<file path="src/rtl/nn_pkg.sv">
// nn_pkg: sizes, neuron pipeline depth and packer FSM state shared by the
// neuron input packer and its weight bank.
package nn_pkg;

    localparam int N_IN_DEF = 14;
    localparam int DW_DEF   = 17;

    // Stage counts of the downstream neuron; neuron_lat is their sum.
    localparam int MUL_STAGES = 2;
    localparam int ADD_STAGES = 4;
    localparam int LUT_STAGES = 2;
    localparam int neuron_lat = MUL_STAGES + ADD_STAGES + LUT_STAGES;

    typedef enum logic [1:0] {
        FILL = 2'd0,
        WAIT = 2'd1,
        HOLD = 2'd2
    } pk_state_e;

endpackage

</file>
<file path="src/rtl/wbank.sv">
// wbank: N_IN x DW weight register file with a flattened read bus and a
// sticky error flag for writes that are out of range or arrive while closed.
module wbank
    import nn_pkg::*;
#(
    parameter int N_IN = N_IN_DEF,
    parameter int DW   = DW_DEF
) (
    input  logic               clk,
    input  logic               rst,
    input  logic               open_i,
    input  logic               wr_en_i,
    input  logic [3:0]         wr_addr_i,
    input  logic [DW-1:0]      wr_data_i,
    output logic [DW*N_IN-1:0] rd_o,
    output logic               err_o
);

    logic [DW-1:0] bank_q [N_IN];
    logic          err_q;
    logic          addr_ok;

    assign addr_ok = (int'(wr_addr_i) < N_IN);

    always_ff @(posedge clk) begin
        if (rst) begin
            bank_q <= '{default: '0};
            err_q  <= 1'b0;
        end else if (wr_en_i) begin
            if (open_i && addr_ok) begin
                bank_q[wr_addr_i] <= wr_data_i;
            end else begin
                err_q <= 1'b1;
            end
        end
    end

    for (genvar i = 0; i < N_IN; i++) begin : g_rd
        assign rd_o[DW*i +: DW] = bank_q[i];
    end

    assign err_o = err_q;

endmodule

</file>
<file path="src/rtl/neuron_in_packer.sv">
// neuron_in_packer: packs a serial activation stream into the neuron x bus,
// runs the fixed-latency neuron, returns its result. Option: NEURON_IN_SHORT_VEC_EN.
module neuron_in_packer
    import nn_pkg::*;
#(
    parameter int N_IN = N_IN_DEF,
    parameter int DW   = DW_DEF,
    parameter int LAT  = neuron_lat
) (
    input  logic               clk,
    input  logic               rst,
    input  logic               s_valid,
    output logic               s_ready,
    input  logic [DW-1:0]      s_data,
    input  logic               s_last,
    input  logic               wr_en,
    input  logic [3:0]         wr_addr,
    input  logic [DW-1:0]      wr_data,
    output logic               wr_err,
    output logic [DW*N_IN-1:0] x_out,
    output logic [DW*N_IN-1:0] w_out,
    output logic               ce_out,
    input  logic [DW-1:0]      y_in,
    output logic               m_valid,
    input  logic               m_ready,
    output logic [DW-1:0]      m_data
);

    localparam int IW = (N_IN > 1) ? $clog2(N_IN) : 1;
    localparam int CW = (LAT > 1) ? $clog2(LAT) : 1;
    localparam logic [IW-1:0] IDX_LAST = IW'(N_IN - 1);
    localparam logic [CW-1:0] CNT_LAST = CW'(LAT - 1);

    pk_state_e     state_q;
    logic [IW-1:0] idx_q;
    logic [CW-1:0] cnt_q;
    logic [DW-1:0] x_q [N_IN];
    logic [DW-1:0] m_data_q;
    logic          m_valid_q;
    logic          ce_q;

    logic take;
    logic last_hit;
    logic fill_end;

    // s_ready is state-decoded only; it never looks at s_valid.
    assign s_ready = (state_q == FILL) && !rst;
    assign take    = s_valid && s_ready;

`ifdef NEURON_IN_SHORT_VEC_EN
    assign last_hit = s_last;
`else
    logic unused_s_last;
    assign unused_s_last = s_last;
    assign last_hit      = 1'b0;
`endif

    assign fill_end = (idx_q == IDX_LAST) || last_hit;

    always_ff @(posedge clk) begin
        if (rst) begin
            state_q   <= FILL;
            idx_q     <= '0;
            cnt_q     <= '0;
            x_q       <= '{default: '0};
            m_data_q  <= '0;
            m_valid_q <= 1'b0;
            ce_q      <= 1'b0;
        end else begin
            unique case (state_q)
                FILL: begin
                    if (take) begin
                        x_q[idx_q] <= s_data;
                        idx_q      <= idx_q + 1'b1;
                        if (fill_end) begin
                            state_q <= WAIT;
                            cnt_q   <= '0;
                            ce_q    <= 1'b1;
                        end
                    end
                end
                WAIT: begin
                    if (cnt_q == CNT_LAST) begin
                        m_data_q  <= y_in;
                        m_valid_q <= 1'b1;
                        ce_q      <= 1'b0;
                        state_q   <= HOLD;
                    end else begin
                        cnt_q <= cnt_q + 1'b1;
                    end
                end
                HOLD: begin
                    // Clearing x here gives zero-padding for short vectors.
                    if (m_ready) begin
                        m_valid_q <= 1'b0;
                        x_q       <= '{default: '0};
                        idx_q     <= '0;
                        state_q   <= FILL;
                    end
                end
                default: state_q <= FILL;
            endcase
        end
    end

    for (genvar i = 0; i < N_IN; i++) begin : g_x
        assign x_out[DW*i +: DW] = x_q[i];
    end

    wbank #(
        .N_IN (N_IN),
        .DW   (DW)
    ) u_wbank (
        .clk       (clk),
        .rst       (rst),
        .open_i    (state_q == FILL),
        .wr_en_i   (wr_en),
        .wr_addr_i (wr_addr),
        .wr_data_i (wr_data),
        .rd_o      (w_out),
        .err_o     (wr_err)
    );

    assign ce_out  = ce_q;
    assign m_valid = m_valid_q;
    assign m_data  = m_data_q;

endmodule

</file>
<file path="config.mk">
export PLATFORM = sky130hd
export DESIGN_NAME = neuron_in_packer
export DESIGN_NICKNAME = d
export VERILOG_FILES = /design/src/rtl/nn_pkg.sv /design/src/rtl/wbank.sv /design/src/rtl/neuron_in_packer.sv
export SDC_FILE = /design/constraint.sdc
export NUM_CORES = 1
export LEC_CHECK = 0
export ABC_CLOCK_PERIOD_IN_PS = 3200
export CORE_AREA = 2 2 214 216
export CTS_CLUSTER_SIZE = 16
export DETAILED_ROUTE_END_ITERATION = 8
export DIE_AREA = 0 0 216 218
export DONT_BUFFER_PORTS = 1
export HOLD_SLACK_MARGIN = 0.08
export PLACE_DENSITY_LB_ADDON = 0.12
export REMOVE_ABC_BUFFERS = 1
export SYNTH_ARGS = -nofsm -noshare
export SYNTH_HDL_FRONTEND = slang
export SYNTH_SLANG_ARGS = --single-unit
export TNS_END_PERCENT = 20
</file>
<file path="constraint.sdc">
create_clock -name clk -period 3.2 [get_ports clk]
set_input_delay 0.64 -clock clk [delete_from_list [all_inputs] [get_ports clk]]
set_output_delay 0.64 -clock clk [all_outputs]
set_load 0.01 [all_outputs]
</file>
### Yosys cells after proc, flatten, opt, wreduce, memory -nomap -nowiden

Index checks and enable logic that the tools add are counted.

| storage, ports and cells | value |
|---|---|
| flip-flop bits (word level) | 505 |
| output and inout bits | 497 |
| word-level logic and storage cells | 100 |

| cells by class | value |
|---|---|
| $add $sub $neg | 2 |
| magnitude comparators | 5 |
| equal/unequal tests | 9 |
| muxes and demuxes | 28 |
| bitwise operators | 3 |
| reduce and logical (&&, ||, !) cells | 18 |

Operators by type and width:

| operator | count |
|---|---|
| bitwise mux 238 bit | 2 |
| 2-to-1 mux 238 bit | 2 |
| one-hot mux 238 bit (2 select lines) | 1 |
| demux 17 bit (select 4 bit) | 2 |
| 2-to-1 mux 17 bit | 2 |
| AND reduction 4 bit | 3 |
| >= comparator 5 bit, second input constant | 2 |
| less-than comparator 5 x 1 -> 1 bit, second input constant | 2 |
| != test 2 bit, second input constant | 5 |
| NOT 4 -> 5 bit | 2 |
| 2-to-1 mux 3 bit | 3 |
| 2-to-1 mux 2 bit | 4 |
| 2-to-1 mux 4 bit | 2 |
| one-hot mux 4 bit (2 select lines) | 1 |
| one-hot mux 2 bit (3 select lines) | 1 |
| one-hot mux 3 bit (2 select lines) | 1 |
| AND reduction 2 bit | 3 |
| AND reduction 3 bit | 2 |
| nonzero test 2 bit | 3 |
| logical AND 1 bit | 5 |
| 2-to-1 mux 1 bit | 5 |
| adder 4 x 1 -> 4 bit, second input constant | 1 |
| == test 4 bit, second input constant | 1 |
| less-than comparator 4 bit, second input constant | 1 |
| 8 further kinds | 9 |

### Logic depth before layout (Yosys ltp)

| logic depth | value |
|---|---|
| word-level depth | 8 |
| depth in mapped cells | 7 |
| gate-level depth less buffers | 5 |

### Cells and area by module

A second synthesis with hierarchy kept.

| second synthesis, totals | value |
|---|---|
| cells, all modules | 1,853 |
| area, all modules | 19,458.7 sq um |

By module, submodules not included:

| module | instances | cells an instance | area an instance (sq um) | seq. area each (sq um) |
|---|---|---|---|---|
| neuron_in_packer | 1 | 1,026 | 10,018.4 | 5,325.1 |
| wbank | 1 | 827 | 9,440.3 | 4,784.6 |

### Worst setup path before layout

OpenSTA, ideal clock, no wires.

| timing | value |
|---|---|
| kind | input-to-reg |
| start point | in rst |
| end point | reg x_q (netlist bit x_out[91]) |
| library setup time | 0.138 ns |
| arrival time | 2.030 ns |
| required time | 3.062 ns |
| setup slack | 1.032 ns |
| stages | 7 |
| cells stage by stage | buf_2 or4b_1 buf_6 buf_6 a22oi_4 buf_6 o32ai_1 |

| on the way | value |
|---|---|
| word-level cells in the longest chain between the ends | 5 |

RTL lines:

| what | RTL line | RTL |
|---|---|---|
| start, declared | neuron_in_packer.sv:11 | `input logic rst,` |
| zero test 1 bit | neuron_in_packer.sv:47 | `assign s_ready = (state_q == FILL) && !rst;` |
| logical AND 1 bit | neuron_in_packer.sv:47 |  |
| logical AND 1 bit | neuron_in_packer.sv:48 | `assign take = s_valid && s_ready;` |
| != test 2 bit (no source line) | -- |  |
| AND reduction 3 bit (no source line) | -- |  |
| end signal, assigned by index | neuron_in_packer.sv:73 | `x_q[idx_q] <= s_data;` |
| end, declared | neuron_in_packer.sv:37 | `logic [DW-1:0] x_q [N_IN];` |

Several ways; a longest one is shown, not always the timed one.
A chain may end at the register's enable or synchronous reset.

### Final worst setup path

| timing | value |
|---|---|
| start point | in rst |
| end point | reg x_q (netlist bit x_out[236]) |

Same word-level chain as after synthesis.

==> impl_metrics.toml <==
[synthesis]
ys_ff_latch = 505
yosys.area_share.adder_pct = 0.390
synth_edf_count = 0
yosys.area.top_type = "dfxtp_1"
synth_area_mm2 = 0.0193
synth_compound_area_share_pct = 20.4
async_flop_share_pct = 0
synthTopCellsByCount = "505 x dfxtp_1, 206 x inv_1, 205 x o32ai_1"
synth_top_area_share_pct = 52.5
synth-warning-count = 0
post_synth_xor_area_fraction_pct = 0
yosysMostFrequentCell = "dfxtp_1"
synth_top_family_by_area = "compound AO/OA/AOI/OAI gates"
seq_area_frac_synth_pct = 52.5
synthFlopType = "dfxtp_1"
synthSimpleGateAreaFrac_pct = 12.1
synth_cell_type_count = 42
avgSynthCellArea_um2 = 9.37
yosys-top-cells-area = "dfxtp_1 53%, o32ai_1 9.3%, mux2i_1 5.4%"
synthCells = 2055
synthMuxAreaShare_pct = 5.47

[die]
die_h_um = 218
rows = 78
fp.dieW_um = 216
initial_core_util_pct = 42.9
core-area_mm2 = 0.0449
die-area_mm2 = 0.0471
io_pins = 558

[power]
cellPowerDensity_mw_per_mm2 = 608
leakage_nw = 7.24
power_switching_mw = 2.87
power_mw = 12.9
pwr-share-clk_pct = 46.6
pwr-share-seq_pct = 50.1
p_int_mw = 9.98
vdd_drop_max_uv = 367
p_comb_share_pct = 3.3
p_sw_share_pct = 22.3

[critical_path]
crit_path_end = "x_out[236]$_SDFFE_PP0P_"
start_kind = "input pin"
worst_setup_path_end_kind = "flip-flop"
worstReg2RegStart = "state_q[1]$_SDFFE_PP0P_"
cp_cell_sequence = "or4b_2, a22oi_2, buf_4, o32ai_1"
slowest_delay_ns = 1.20
path_class = "input pin to flip-flop"
reg2reg_slack_ns = 0.84
cp_max_fo = 532
cp.required_ns = 3.63
arrival_ns = 3.05
rr_worst_depth = 4
startpoint = "rst"
regToRegEndpoint = "x_out[236]$_SDFFE_PP0P_"
crit_path_top_delay_cell = "or4b_2"

[place]
portBuffers = 0
placed_area_mm2 = 0.0195
place_congestion = 0.833
dp_hpwl_mm = 42.5

[cts]
worstSkewPairLatency_ns = 0.59
cts_buffers = 53
hold_buffers = 0
cts_setup_buffers = 0
clockBufferDepth = 3
cts_max_level = 2
cts_tree = "done"
root_buffer = "clkbuf_16"
cts.clk_slew.worst_paths_ns = 0.06
cts_sinks = 505
cts_resized = 0

[flow_run]
drv_cap = 0

[timing]
rsz0062_at_grt = "false"
slew_headroom_pct = 12.9
post-route-period-util_pct = 81.8
max_freq_mhz = 382
hold_viol = 0
fin_crit_ns = 2.62
tightestPinTransition_ns = 1.31
slew_viol_final = 0
skew_ns = 0.0167
setup_viol = 0

[finish]
fin_area_mm2 = 0.0211
multiInputGateArea_mm2 = 0.00742
drive_gt1_share_pct = 7.95
seq_area_mm2 = 0.0101
diodes = 0
nets = 2003
syn2layout_area_growth_pct = 9.81
fillers = 4283

[outcome]
outcome = "finished, final reports clean"

[global_routing]
grt_first_pass_wirelength_mm = 96.4
track_usage_pct = 26.7
grt_pass1_vias = 14332
grt_max_degree = 533
grt_remaining_overflow = 0
grt_antenna_before_repair = 0

[routing]
drc_errors = 0
routed_wl_mm = 66.3
dr.pass1.iters = 5
drtAntennaViolNets = 0
avgRoutedWirePerCell_um = 25.7
via_per_inst = 5.94
vias = 15291
drtIter0Drc = 1435

[worst_hold_path]
hold_path_class = "input pin to flip-flop"
==> state kept, by name, indices dropped and copies added (netlist names) <==
| name | cells |
|---|---|
| ce_out | 1 |
| cnt_q | 3 |
| idx_q | 4 |
| m_data | 17 |
| m_valid | 1 |
| state_q | 2 |
| u_wbank.err_o | 1 |
| u_wbank.rd_o | 238 |
| x_out | 238 |
==> metrics by stage <==
stage               hold slack (ns)  cells  setup TNS [ns]  util [%]  setup slack (ns)
CTS                           0.105   2574               0      47.1             0.833
global placement              0.478   2481               0      43.3             0.461
detailed placement            0.496   2481               0      43.3             0.472
global route                 0.0971   2574               0      47.1             0.707
floorplan                     0.462   1830         -358.41         -             -2.72
finish                        0.110   2574               0      47.1             0.584
==> worst min path at each step <==
stage / start / slack, ns / to / depth (start not counted)
2_1_floorplan: cnt_q[1]$_SDFFE_PP0P_ / 0.46 / cnt_q[1]$_SDFFE_PP0P_ / 2
3_3_place_gp: cnt_q[1]$_SDFFE_PP0P_ / 0.48 / cnt_q[1]$_SDFFE_PP0P_ / 2
3_5_place_dp: cnt_q[2]$_SDFFE_PP0P_ / 0.50 / cnt_q[2]$_SDFFE_PP0P_ / 2
4_1_cts: rst / 0.11 / u_wbank.rd_o[146]$_SDFFE_PP0P_ / 1
5_1_grt: rst / 0.1 / u_wbank.rd_o[146]$_SDFFE_PP0P_ / 1
6_report: rst / 0.11 / u_wbank.rd_o[146]$_SDFFE_PP0P_ / 1
==> placed cells by master (no fill, tap or decap), drive strengths merged, types with 8 or more instances in the layout <==
cell and count:
a21oi 194, a22oi 12, buf 51, clkbuf 87, dfxtp 505, inv 209
mux2i 104, nand2 66, nand2b 122, nand3 176, nand3b 14, o211ai 37
o21ai 137, o32ai 205, or3b 8
==> routing by layer <==
metal | GRT usage (%) | wire (µm) | up-vias
li1 | - | - | 6989
met1 | 32.7 | 26100 | 7499
met2 | 41.9 | 30400 | 664
met3 | 9.71 | 7000 | 139
met4 | 12.3 | 2780 | 0
met5 | 0 | 0 | -
==> power by group through the flow <==
stage / clock network [mW] / logic (mW) / registers (mW)
after floorplan: 0 / 0.263 / 6.54
after global placement: 0 / 0.418 / 6.57
after detailed placement: 0 / 0.426 / 6.57
after CTS: 6.11 / 0.426 / 6.43
after global routing: 6.34 / 0.461 / 6.44
final: 5.99 / 0.429 / 6.43
==> final cells by class <==
type | count | share of cell area, %
multi-input combinational | 1119 | 35.1
sequential | 505 | 47.8
clock inverter | 6 | 0.337
timing repair buffer | 51 | 1.87
clock buffer | 87 | 7.64
inverter | 206 | 3.66
tap | 600 | 3.55
==> worst max-delay path: cells and delay by family <==
| family | cells | cell delay [ns] |
|---|---|---|
| and+or+nand+nor | 1 | 1.20 |
| AOI/OAI and AO/OA | 2 | 0.62 |
| buffers and inverters | 1 | 0.25 |
==> logic make-up after synthesis <==
group | count (synthesis)
AOI/OAI and AO/OA | 588
DFF | 505
buffers and inverters | 431
and+or+nand+nor | 420
muxes | 105
adders and majority gates | 6
No activity file was read; power rests on OpenSTA's default activity.
